`config.mk`:
```
export PLATFORM = sky130hd
export DESIGN_NAME = mem_stage
export DESIGN_NICKNAME = d
export VERILOG_FILES = /design/src/rtl/mem_stage.sv
export SDC_FILE = /design/constraint.sdc
export NUM_CORES = 1
export LEC_CHECK = 0
export ABC_AREA = 1
export ABC_CLOCK_PERIOD_IN_PS = 3900
export BUFFER_PORTS_ARGS = -buffer_cell sky130_fd_sc_hd__buf_2
export CAP_MARGIN = 20
export CORE_ASPECT_RATIO = 0.6
export CORE_MARGIN = 3
export CORE_UTILIZATION = 40
export CTS_BUF_LIST = sky130_fd_sc_hd__clkbuf_8
export DETAILED_ROUTE_END_ITERATION = 6
export PLACE_DENSITY = 0.69
export SLEW_MARGIN = 10
export SYNTH_ARGS = -nofsm -noshare
export SYNTH_HDL_FRONTEND = slang
export SYNTH_SLANG_ARGS = --single-unit
```
`constraint.sdc`:
```
create_clock -name clk -period 3.9 [get_ports clk]
set_input_delay 0.195 -clock clk [delete_from_list [all_inputs] [get_ports clk]]
set_output_delay 0.195 -clock clk [all_outputs]
set_load 0.01 [all_outputs]
```
`src/rtl/mem_stage.sv`:
```
// mem_stage: memory-access pipeline stage.
//
// This stage accepts one operation at a time from the ALU stage. Each operation
// takes one of three paths:
//   * ALU and branch ops pass straight through to a write-back record.
//   * Misaligned Lw/Sw ops fault at once and never touch the memory bus.
//   * Aligned Lw/Sw ops issue a request on the memory bus. A load then waits
//     for its read data.
// Every bus wait is bounded by TIMEOUT cycles. When the bound expires, the
// record carries a bus-timeout exception.
//
// Ports
//   clk, rst                         clock and asynchronous active-high reset
//   in_valid/in_ready                upstream handshake
//   in_opcode, in_result,            operation captured on transfer
//   in_store_data, in_dest, in_flags
//   mem_req/mem_we/mem_addr/         memory request, held until mem_gnt
//   mem_wdata, mem_gnt
//   mem_rvalid, mem_rdata            load data return
//   wb_valid/wb_ready                downstream handshake
//   wb_we, wb_dest, wb_data, wb_exc  write-back record
//                                    (wb_exc: 00 none, 01 ovf, 10 misaligned,
//                                     11 bus timeout)
module mem_stage #(
  parameter int TIMEOUT = 255
) (
  input  logic        clk,
  input  logic        rst,
  input  logic        in_valid,
  output logic        in_ready,
  input  logic [5:0]  in_opcode,
  input  logic [31:0] in_result,
  input  logic [31:0] in_store_data,
  input  logic [4:0]  in_dest,
  input  logic [2:0]  in_flags,
  output logic        mem_req,
  output logic        mem_we,
  output logic [31:0] mem_addr,
  output logic [31:0] mem_wdata,
  input  logic        mem_gnt,
  input  logic        mem_rvalid,
  input  logic [31:0] mem_rdata,
  output logic        wb_valid,
  input  logic        wb_ready,
  output logic        wb_we,
  output logic [4:0]  wb_dest,
  output logic [31:0] wb_data,
  output logic [1:0]  wb_exc
);

  // The counter only needs to hold 0..TIMEOUT-1. On the cycle it would reach
  // TIMEOUT, the wait is declared lost instead.
  localparam int CW = (TIMEOUT > 1) ? $clog2(TIMEOUT) : 1;
  localparam logic [CW-1:0] CNT_LAST = CW'(TIMEOUT - 1);

  localparam logic [5:0] OP_LW  = 6'b100011;
  localparam logic [5:0] OP_SW  = 6'b101011;
  localparam logic [5:0] OP_BEQ = 6'b000100;
  localparam logic [5:0] OP_BNE = 6'b000101;

  localparam logic [1:0] EXC_NONE    = 2'b00;
  localparam logic [1:0] EXC_OVF     = 2'b01;
  localparam logic [1:0] EXC_ALIGN   = 2'b10;
  localparam logic [1:0] EXC_TIMEOUT = 2'b11;

  typedef enum logic [1:0] {S_IDLE, S_REQ, S_WAIT_RD, S_OUT} state_t;

  state_t        state_q, state_d;
  logic [CW-1:0] cnt_q, cnt_d;
  logic          mem_req_q, mem_req_d;
  logic          mem_we_q, mem_we_d;
  logic [31:0]   mem_addr_q, mem_addr_d;
  logic [31:0]   mem_wdata_q, mem_wdata_d;
  logic          wb_valid_q, wb_valid_d;
  logic          wb_we_q, wb_we_d;
  logic [4:0]    wb_dest_q, wb_dest_d;
  logic [31:0]   wb_data_q, wb_data_d;
  logic [1:0]    wb_exc_q, wb_exc_d;

  logic is_lw, is_sw, is_branch, is_mem, misaligned, take;
  // Only the overflow flag affects this stage. The compare flags are unused.
  logic unused_flags;

  assign unused_flags = ^in_flags[1:0];
  assign is_lw        = (in_opcode == OP_LW);
  assign is_sw        = (in_opcode == OP_SW);
  assign is_branch    = (in_opcode == OP_BEQ) || (in_opcode == OP_BNE);
  assign is_mem       = is_lw || is_sw;
  assign misaligned   = (in_result[1:0] != 2'b00);

  // The stage can take a new op while idle. It can also take one in the same
  // cycle that the current record drains, so back-to-back ops stream at one
  // record per cycle.
  assign in_ready = (state_q == S_IDLE) || ((state_q == S_OUT) && wb_ready);
  assign take     = in_valid && in_ready;

  always_comb begin
    state_d     = state_q;
    cnt_d       = cnt_q;
    mem_req_d   = mem_req_q;
    mem_we_d    = mem_we_q;
    mem_addr_d  = mem_addr_q;
    mem_wdata_d = mem_wdata_q;
    wb_valid_d  = wb_valid_q;
    wb_we_d     = wb_we_q;
    wb_dest_d   = wb_dest_q;
    wb_data_d   = wb_data_q;
    wb_exc_d    = wb_exc_q;

    case (state_q)
      S_IDLE: begin
      end
      S_REQ: begin
        // A grant wins over a timeout in the same cycle.
        // Any read-data strobe seen here is stale and is ignored.
        if (mem_gnt) begin
          mem_req_d = 1'b0;
          cnt_d     = '0;
          if (mem_we_q) begin
            state_d    = S_OUT;
            wb_valid_d = 1'b1;
            wb_we_d    = 1'b0;
            wb_exc_d   = EXC_NONE;
          end else begin
            state_d = S_WAIT_RD;
          end
        end else if (cnt_q == CNT_LAST) begin
          mem_req_d  = 1'b0;
          state_d    = S_OUT;
          wb_valid_d = 1'b1;
          wb_we_d    = 1'b0;
          wb_exc_d   = EXC_TIMEOUT;
        end else begin
          cnt_d = cnt_q + 1'b1;
        end
      end
      S_WAIT_RD: begin
        if (mem_rvalid) begin
          state_d    = S_OUT;
          wb_valid_d = 1'b1;
          wb_we_d    = 1'b1;
          wb_data_d  = mem_rdata;
          wb_exc_d   = EXC_NONE;
        end else if (cnt_q == CNT_LAST) begin
          state_d    = S_OUT;
          wb_valid_d = 1'b1;
          wb_we_d    = 1'b0;
          wb_exc_d   = EXC_TIMEOUT;
        end else begin
          cnt_d = cnt_q + 1'b1;
        end
      end
      S_OUT: begin
        // If a new op arrives in the same cycle, the load below overrides this.
        if (wb_ready) begin
          state_d    = S_IDLE;
          wb_valid_d = 1'b0;
          wb_we_d    = 1'b0;
        end
      end
      default: state_d = S_IDLE;
    endcase

    // Capture a new op. This can happen from IDLE or from a draining OUT.
    if (take) begin
      wb_dest_d   = in_dest;
      wb_data_d   = in_result;
      mem_addr_d  = in_result;
      mem_wdata_d = in_store_data;
      mem_we_d    = is_sw;
      cnt_d       = '0;
      if (is_mem && misaligned) begin
        state_d    = S_OUT;
        mem_req_d  = 1'b0;
        wb_valid_d = 1'b1;
        wb_we_d    = 1'b0;
        wb_exc_d   = EXC_ALIGN;
      end else if (is_mem) begin
        state_d    = S_REQ;
        mem_req_d  = 1'b1;
        wb_valid_d = 1'b0;
        wb_we_d    = 1'b0;
        wb_exc_d   = EXC_NONE;
      end else begin
        state_d    = S_OUT;
        mem_req_d  = 1'b0;
        wb_valid_d = 1'b1;
        wb_we_d    = !(is_sw || is_branch || in_flags[2]);
        wb_exc_d   = in_flags[2] ? EXC_OVF : EXC_NONE;
      end
    end
  end

  always_ff @(posedge clk or posedge rst) begin
    if (rst) begin
      state_q     <= S_IDLE;
      cnt_q       <= '0;
      mem_req_q   <= 1'b0;
      mem_we_q    <= 1'b0;
      mem_addr_q  <= '0;
      mem_wdata_q <= '0;
      wb_valid_q  <= 1'b0;
      wb_we_q     <= 1'b0;
      wb_dest_q   <= '0;
      wb_data_q   <= '0;
      wb_exc_q    <= EXC_NONE;
    end else begin
      state_q     <= state_d;
      cnt_q       <= cnt_d;
      mem_req_q   <= mem_req_d;
      mem_we_q    <= mem_we_d;
      mem_addr_q  <= mem_addr_d;
      mem_wdata_q <= mem_wdata_d;
      wb_valid_q  <= wb_valid_d;
      wb_we_q     <= wb_we_d;
      wb_dest_q   <= wb_dest_d;
      wb_data_q   <= wb_data_d;
      wb_exc_q    <= wb_exc_d;
    end
  end

  assign mem_req   = mem_req_q;
  assign mem_we    = mem_we_q;
  assign mem_addr  = mem_addr_q;
  assign mem_wdata = mem_wdata_q;
  assign wb_valid  = wb_valid_q;
  assign wb_we     = wb_we_q;
  assign wb_dest   = wb_dest_q;
  assign wb_data   = wb_data_q;
  assign wb_exc    = wb_exc_q;

endmodule

```
# Yosys cells after proc, flatten, opt, wreduce, memory -nomap -nowiden
# Cells that the tools add are included.
# Widths: inputs -> output; s select.
op_classes:
  n_addsub: 1
  mul: 0
  div: 0
  order_cmp: 0
  eq_ne: 11
  shift: 0
  n_mux: 49
  bitwise: 0
  n_reduce_logical: 23
ops:
  columns: ["cell", "count"]
  rows:
  - ["$mux 32", 3]
  - ["$mux 8", 4]
  - ["$mux 2", 13]
  - ["$mux 1", 24]
  - ["$pmux 8 s2", 1]
  - ["$eq 6x3->1 const B", 2]
  - ["$eq 6x6->1 const B", 2]
  - ["$reduce_and 2->1", 5]
  - ["$add 8x1->8 const B", 1]
  - ["$eq 8x8->1 const B", 1]
  - ["$reduce_bool 2->1", 4]
  - ["$ne 3x3->1 const B", 2]
  - ["$pmux 1 s3", 2]
  - ["$pmux 2 s3", 1]
  - ["$reduce_bool 3->1", 2]
  - ["$logic_or 1x1->1", 5]
  - ["$eq 2x2->1 const B", 2]
  - ["$ne 4x4->1 const B", 1]
  - ["$pmux 2 s2", 1]
  - ["$reduce_bool 4->1", 1]
  - ["$logic_and 1x1->1", 3]
  - ["$reduce_and 3->1", 1]
  - ["$eq 2x1->1 const B", 1]
  - ["$logic_not 2->1", 1]
  - ["$logic_not 1->1", 1]
word_totals:
  regBits: 117
  latchBits: 0
  ram_bits: 0
  mem_bits_ro: 0
  input_bits: 116
  out_inout_bits: 108
  n_memories: 0

# Longest topological paths before layout
# Gate-level depths: netlist of the first run.
depth:
  ltp_word: 8
  mapped_depth: 12

# Least setup slack after synthesis of the first run
# No wires, ideal clock.
synth_timing:
  path_kind: "flip-flop to flip-flop"
  startpoint: "register state_q[0]"
  endpoint: "register wb_data_q[31] (netlist: wb_data[31])"
  arrival_ps: 1486
  t_required_ps: 3782
  path_slack_ps: 2297
  path_stages_with_launch: 11
  synth_period_minus_slack_ps: 1603
  cell_sequence: "dfrtp_1 -> inv_1 -> ha_1 -> nand2_1 -> inv_2 -> nor2_4 -> buf_6 -> buf_6 -> a21oi_1 -> a21oi_1 -> inv_1"
synth_between:
  elab_chain_len: 6
  word_cells_on_any_way: 10
  cone_classes: "2 x eq/ne; 1 x mux; 7 x reduce/logical"
synth_rtl:
  columns: ["element", "line_no", "rtl"]
  rows:
  - ["from (decl)", "68", "state_t state_q, state_d;"]
  - ["from (signal assigned)", "208", "state_q <= state_d;"]
  - ["$eq 2x2->1", "94", "assign in_ready = (state_q == S_IDLE) || ((state_q == S_OUT) && wb_ready);"]
  - ["$logic_and 1x1->1", "94", null]
  - ["$logic_or 1x1->1", "94", null]
  - ["$logic_and 1x1->1", "95", "assign take = in_valid && in_ready;"]
  - ["$reduce_bool 2->1 (no source line)", null, null]
  - ["$reduce_and 2->1 (no source line)", null, null]
  - ["to (signal assigned)", "217", "wb_data_q <= wb_data_d;"]
  - ["to (decl)", "77", "logic [31:0] wb_data_q, wb_data_d;"]
# Parallel ways exist; a longest one is shown, timed or not.
# A chain may end at the register's enable or synchronous reset.

# Worst setup path after layout of the first run
layout_timing:
  startpoint: "register state_q[0]"
  endpoint: "register wb_data_q[11] (netlist: wb_data[11])"
# The elaborated chain is that of the path after synthesis.

==> flow_summary.toml, run 1 <==
[outcome]
status = "finished clean"

[global_route]
grt_max_degree = 83
grt_pass1_wl_mm = 25.4
met2_usage_pct = 33.6
met3_usage_pct = 6.36
grt.total_usage_pct = 21.7
grt_pass1_vias = 5158
grt.busiest_layer = "met2"
grtUsageMet1_pct = 29.1
antenna_found_initial = 1
grt_overflow_total = 0

[timing]
holdWs_ps = 142
finClkSkew_ps = 12.4
max-slew-margin-rel_pct = 43.6
fin_tns_setup_ps = 0
min_period_ps = 2680
rsz0062_at_grt = "no"
tightest_slew_ps = 846
final_max_slew_viol_count = 0
hold_violations = 0
fin_crit_sh_pct = 68.6
setup_violations = 0
fmax_mhz = 374

[critical_path]
start_kind = "register"
ff2ff_setup_slack_ps = 1220
critPathMaxFanout = 62
ff2ff_path_depth = 11
critPathCaptureType = "register"
r2r-start = "state_q[0]"
critical_path_required_ps = 4210
crit_path_max_incr_delay_ps = 540
slowest_stage = "buf_4"
r2r-end = "wb_data[11]"
arrival_ps = 2990
cpMostUsedCell = "inv_1"
path_class = "reg2reg"
cp_cell_sequence = "inv_1 > ha_1 > inv_1 > nand2_4 > nand2_4 > inv_4 > nor2_4 > buf_4 > a21oi_1 > a21oi_1 > inv_1"

[placement]
place_hpwl_mm = 10.1
portBuffers = 221
gp_congestion = 0.853

[yosys]
syn_inst = 639
synth-seq-cells = 117
async_reset_ff_share_pct = 100
synth_area_leaders = "dfrtp_1 (56%), nand2_1 (20%), a21oi_1 (6.9%)"
yosys_warnings = 0
avgSynthCellArea_um2 = 8.23
seq_area_frac_synth_pct = 55.7
synth_top_area_share_pct = 55.7
yosysMostFrequentCell = "nand2_1"
synth_top_area_cell = "dfrtp_1"
synth_edf_count = 0
synth_area_um2 = 5260
ys_top_cells_by_count = "nand2_1 (281), dfrtp_1 (117), a21oi_1 (72), inv_1 (57), nor2_1 (21)"
synth_ff_type = "dfrtp_1"
synth_nets = 762
synth_cell_types = 25

[pwr]
internal_power_w = 0.00333
peakVddDrop_mv = 0.347
power.density_nw_per_um2 = 735
p_clk_share_pct = 22.3
p_comb_share_pct = 41.1
power_frac_seq_pct = 36.6
p_sw_share_pct = 40.5
p_switching_w = 0.00226
leakagePower_nw = 4.42

[hold_path]
hold_start = "mem_rdata[12]"
worstHoldEndpoint = "wb_data[12]"
hold_depth = 5
hold_path_class = "in2reg"

[finish]
regArea_um2 = 2930
num-nets-final = 1051
n_fill_cell = 1091
post-route-util_pct = 61.0
area_delta_synth_final_pct = 44.5
multi_input_area_um2 = 1900
drive_gt1_share_pct = 29.6

[drt]
drtPass1Iterations = 4
drc_errors = 0
drt-initial-drc-count = 364
post_drt_via_cell_ratio = 4.66
vias = 5159
wl_per_cell_um = 14.3
drtAntennaViolNets = 0
drt-total-wl_mm = 15.9

[cts]
post_cts_buffers = 0
path_clk_slew_ps = 80
cts_root_buf = "clkbuf_8"
htreeDepth = 4
cts_buffers = 17
clock_path_buffers = 2
cts_sinks = 117
tritoncts = "built"
insertion_delay_ps = 420

[floorplanning]
initial_core_util_pct = 42.2
die_w_um = 154
core-area_um2 = 12500
num_io_pins = 224
fp.dieArea_um2 = 14600
die_y_um = 94.8
rows = 31

[run]
maxCapViolCount = 0
-- cell families after synthesis --
group,count (synthesis),synth area share [%]
and+or+nand+nor,338,25.8
DFF,117,55.7
AOI/OAI and AO/OA,89,8.54
buffers and inverters,87,8.16
adders and majority gates,7,1.67
xor gates and xnor gates,1,0.167
-- power groups by stage --
stage	clock network, W	registers, W	logic (W)
4_1_cts	0.00128	0.00203	0.00229
3_5_place_dp	0	0.00202	0.00225
2_1_floorplan	0	0.00227	0.00118
6_report	0.00125	0.00204	0.00230
3_3_place_gp	0	0.00204	0.00220
5_1_grt	0.00133	0.00210	0.00258
-- how the worst max path moves through the flow --
stage	start	to	slack (ps)
global placement	state_q[0]	wb_data[11]	1280
finish	state_q[0]	wb_data[11]	1220
floorplan	rst	cnt_q[0]	600
detailed placement	state_q[0]	wb_data[11]	1260
global route	state_q[0]	wb_data[29]	980
CTS	state_q[0]	wb_data[11]	1230
-- flip-flops by register name, summed over array words and instances, names as in the netlist --
name and cells:
cnt_q 8, mem_addr 32, mem_req 1, mem_wdata 32, mem_we 1, state_q 2
wb_data 32, wb_dest 5, wb_exc 2, wb_valid 1, wb_we 1
-- timing repair --
action | 4_1_cts | 5_1_grt
hold endpoints to repair | 70 | 20
hold buffers | 70 | 1
gates resized for setup | 0 | 0
-- critical path, delay by kind of cell, from the launching register on --
| kind | cells | cell delay (ps) |
|---|---|---|
| DFF | 1 | 430 |
| and+or+nand+nor | 3 | 560 |
| adders and majority gates | 1 | 210 |
| buffers and inverters | 5 | 1000 |
| AOI/OAI and AO/OA | 2 | 290 |
-- per-stage QoR --
stage | total power, W | instances | instance area (µm²) | setup WS (ps)
3_5_place_dp | 0.00428 | 1002 | 6410 | 1260
5_1_grt | 0.00602 | 1107 | 7600 | 984
6_report | 0.00559 | 1108 | 7600 | 1220
4_1_cts | 0.00560 | 1104 | 7560 | 1230
2_1_floorplan | 0.00345 | 639 | 5260 | 604
3_3_place_gp | 0.00424 | 1002 | 6410 | 1280
-- layout by cell type, fill, tap and decap left out, drive strengths merged --
master	Yosys	layout
bufinv	0	4
clkbuf	2	18
inv	59	61
nor2	23	23
dlygate4sd3	0	71
clkinv	0	6
nand3	14	14
nand3b	1	1
nand2	295	295
diode	0	2
dfrtp	117	117
clkinvlp	0	2
a21oi	72	72
o21ai	14	14
nand4	1	1
ha	7	7
nor3	4	4
o22ai	3	3
xor2	1	1
buf	26	227
-- metal layers --
layer | up-vias | wire length, µm
li1 | 2563 | -
met1 | 2346 | 7190
met2 | 219 | 7010
met3 | 31 | 1340
met4 | 0 | 351
met5 | - | 0
-- area by class of cell --
class	instances	area share [%]
Antenna cell	2	0.0659
Clock buffer	18	3.26
Sequential cell	117	38.5
Clock inverter	14	2.65
Tap cell	165	2.72
Inverter	59	2.98
Timing Repair Buffer	298	24.8
Multi-Input combinational cell	435	25.0
Power figures use the tool's default switching activity.
==> run 2, diff against run 1 <==
Settings changed: ABC_CLOCK_PERIOD_IN_PS 3900 to 2700.
Clock period 3.9 ns to 2.7 ns, I/O delays scaled along.
==> flow_summary.toml, run 2 (same netlist as run 1, synthesis figures left out) <==
[critical_path]
slowest_stage = "dfrtp_1"
arrival_ps = 2340
cpLargestDelayFamily = "buffers and inverters"
worst-path-buf-inv = 4
cp_cell_sequence = "inv_1 > ha_1 > nand2_1 > inv_2 > nor2_4 > buf_4 > a21oi_1 > a21oi_1 > inv_1"
start_kind = "register"
path_class = "reg2reg"
critPathCaptureType = "register"
critPathMaxFanout = 41
critical_path_required_ps = 2990
crit_path_max_incr_delay_ps = 420

[global_route]
grt_overflow_total = 0
grt_max_degree = 109
grt_pass1_wl_mm = 25.4
antenna_found_initial = 1
grt_pass1_vias = 5064
grt.total_usage_pct = 21.6

[timing]
fin_crit_sh_pct = 75.8
fin_tns_setup_ps = 0
hold_violations = 0
min_period_ps = 2050
setup_violations = 0
tightest_slew_ps = 516
final_max_slew_viol_count = 0
rsz0062_at_grt = "no"
max-slew-margin-rel_pct = 65.5
fmax_mhz = 489
finClkSkew_ps = 12.3

[drt]
drc_errors = 0
drtPass1Iterations = 5
vias = 5152
drtAntennaViolNets = 0
drt-initial-drc-count = 371
drt-total-wl_mm = 15.8
post_drt_via_cell_ratio = 4.65
wl_per_cell_um = 14.2

[cts]
cts_sinks = 117
clock_path_buffers = 2
ctsHoldBuffers = 71
post_cts_buffers = 0
cts_root_buf = "clkbuf_8"
tritoncts = "built"
path_clk_slew_ps = 70
htreeDepth = 4
post_cts_resized = 0
insertion_delay_ps = 420
cts_buffers = 17

[pwr]
leakagePower_nw = 4.40
power.density_nw_per_um2 = 1040
peakVddDrop_mv = 0.515
total_power_w = 0.00786

[finish]
layout_commonest_cell = "nand2_1"
n_fill_cell = 1069
final_cell_mix = "nand2_1 (281), buf_2 (221), dfrtp_1 (117)"
num-nets-final = 1053
area_delta_synth_final_pct = 43.8
drive_gt1_share_pct = 29.7

[placement]
place_hpwl_mm = 10.2
portBuffers = 221
gp_congestion = 0.875

[outcome]
status = "finished clean"

[floorplanning]
core-area_um2 = 12500
die_w_um = 154
num_io_pins = 224
fp.dieArea_um2 = 14600
initial_core_util_pct = 42.2
die_y_um = 94.8
rows = 31

[hold_path]
hold_path_class = "in2reg"

[run]
maxCapViolCount = 0
run 2: routing by layer:
metal  track usage, %  wire (µm)  up-vias
met2             32.5       6970      211
met3             6.50       1230       28
met5                0          0        -
li1                 -          -     2556
met4             6.25        293        0
met1             30.3       7260     2357
run 2: report_power, final:
| part | switching (W) | total [W] | internal [W] | leakage (nW) |
|---|---|---|---|---|
| Clock | 0.000764 | 0.00159 | 0.000826 | 0.191 |
| Sequential | 0.000433 | 0.00295 | 0.00252 | 1.47 |
| Combinational | 0.00205 | 0.00333 | 0.00128 | 2.74 |
run 2: worst reg2reg max path: stages (launching register included):
cell and delay [ps]:
dfrtp_1 420, inv_1 100, ha_1 290, nand2_1 200
inv_2 80, nor2_4 110, buf_4 390, a21oi_1 150
a21oi_1 150, inv_1 50
run 2: final cells by class:
cell class	instances	area [µm²]	share of cell area, %
Antenna cell	1	2.50	0.0331
Clock buffer	17	234	3.09
Inverter	59	228	3.01
Timing Repair Buffer	300	1900	25.1
Sequential cell	117	2930	38.7
Multi-Input combinational cell	435	1900	25.2
Clock inverter	15	159	2.10
Tap cell	165	206	2.73
run 2: stage by stage:
stage	cell area (µm²)	utilization [%]	std cells	hold slack, ps	worst slack (ps)
finish	7560	60.7	1109	86.9	653
global route	7560	60.7	1109	77.1	448
CTS	7560	60.7	1108	58.3	652
detailed placement	6460	51.9	1005	205	675
global placement	6460	51.9	1005	201	714
floorplan	5260	-	639	245	1100
run 2: worst paths after layout:
path / from / endpoint / slack, ps / cells after the start
setup / recovery: state_q[0] / wb_data[12] / 650 / 9
min in group asynchronous: rst / wb_dest[2] / 320 / 3
hold / removal: in_flags[2] / wb_we / 90 / 6
hold reg to reg: wb_data[1] / wb_data[1] / 470 / 2
setup reg to reg: state_q[0] / wb_data[12] / 650 / 9
max in group asynchronous: rst / cnt_q[0] / 1540 / 4
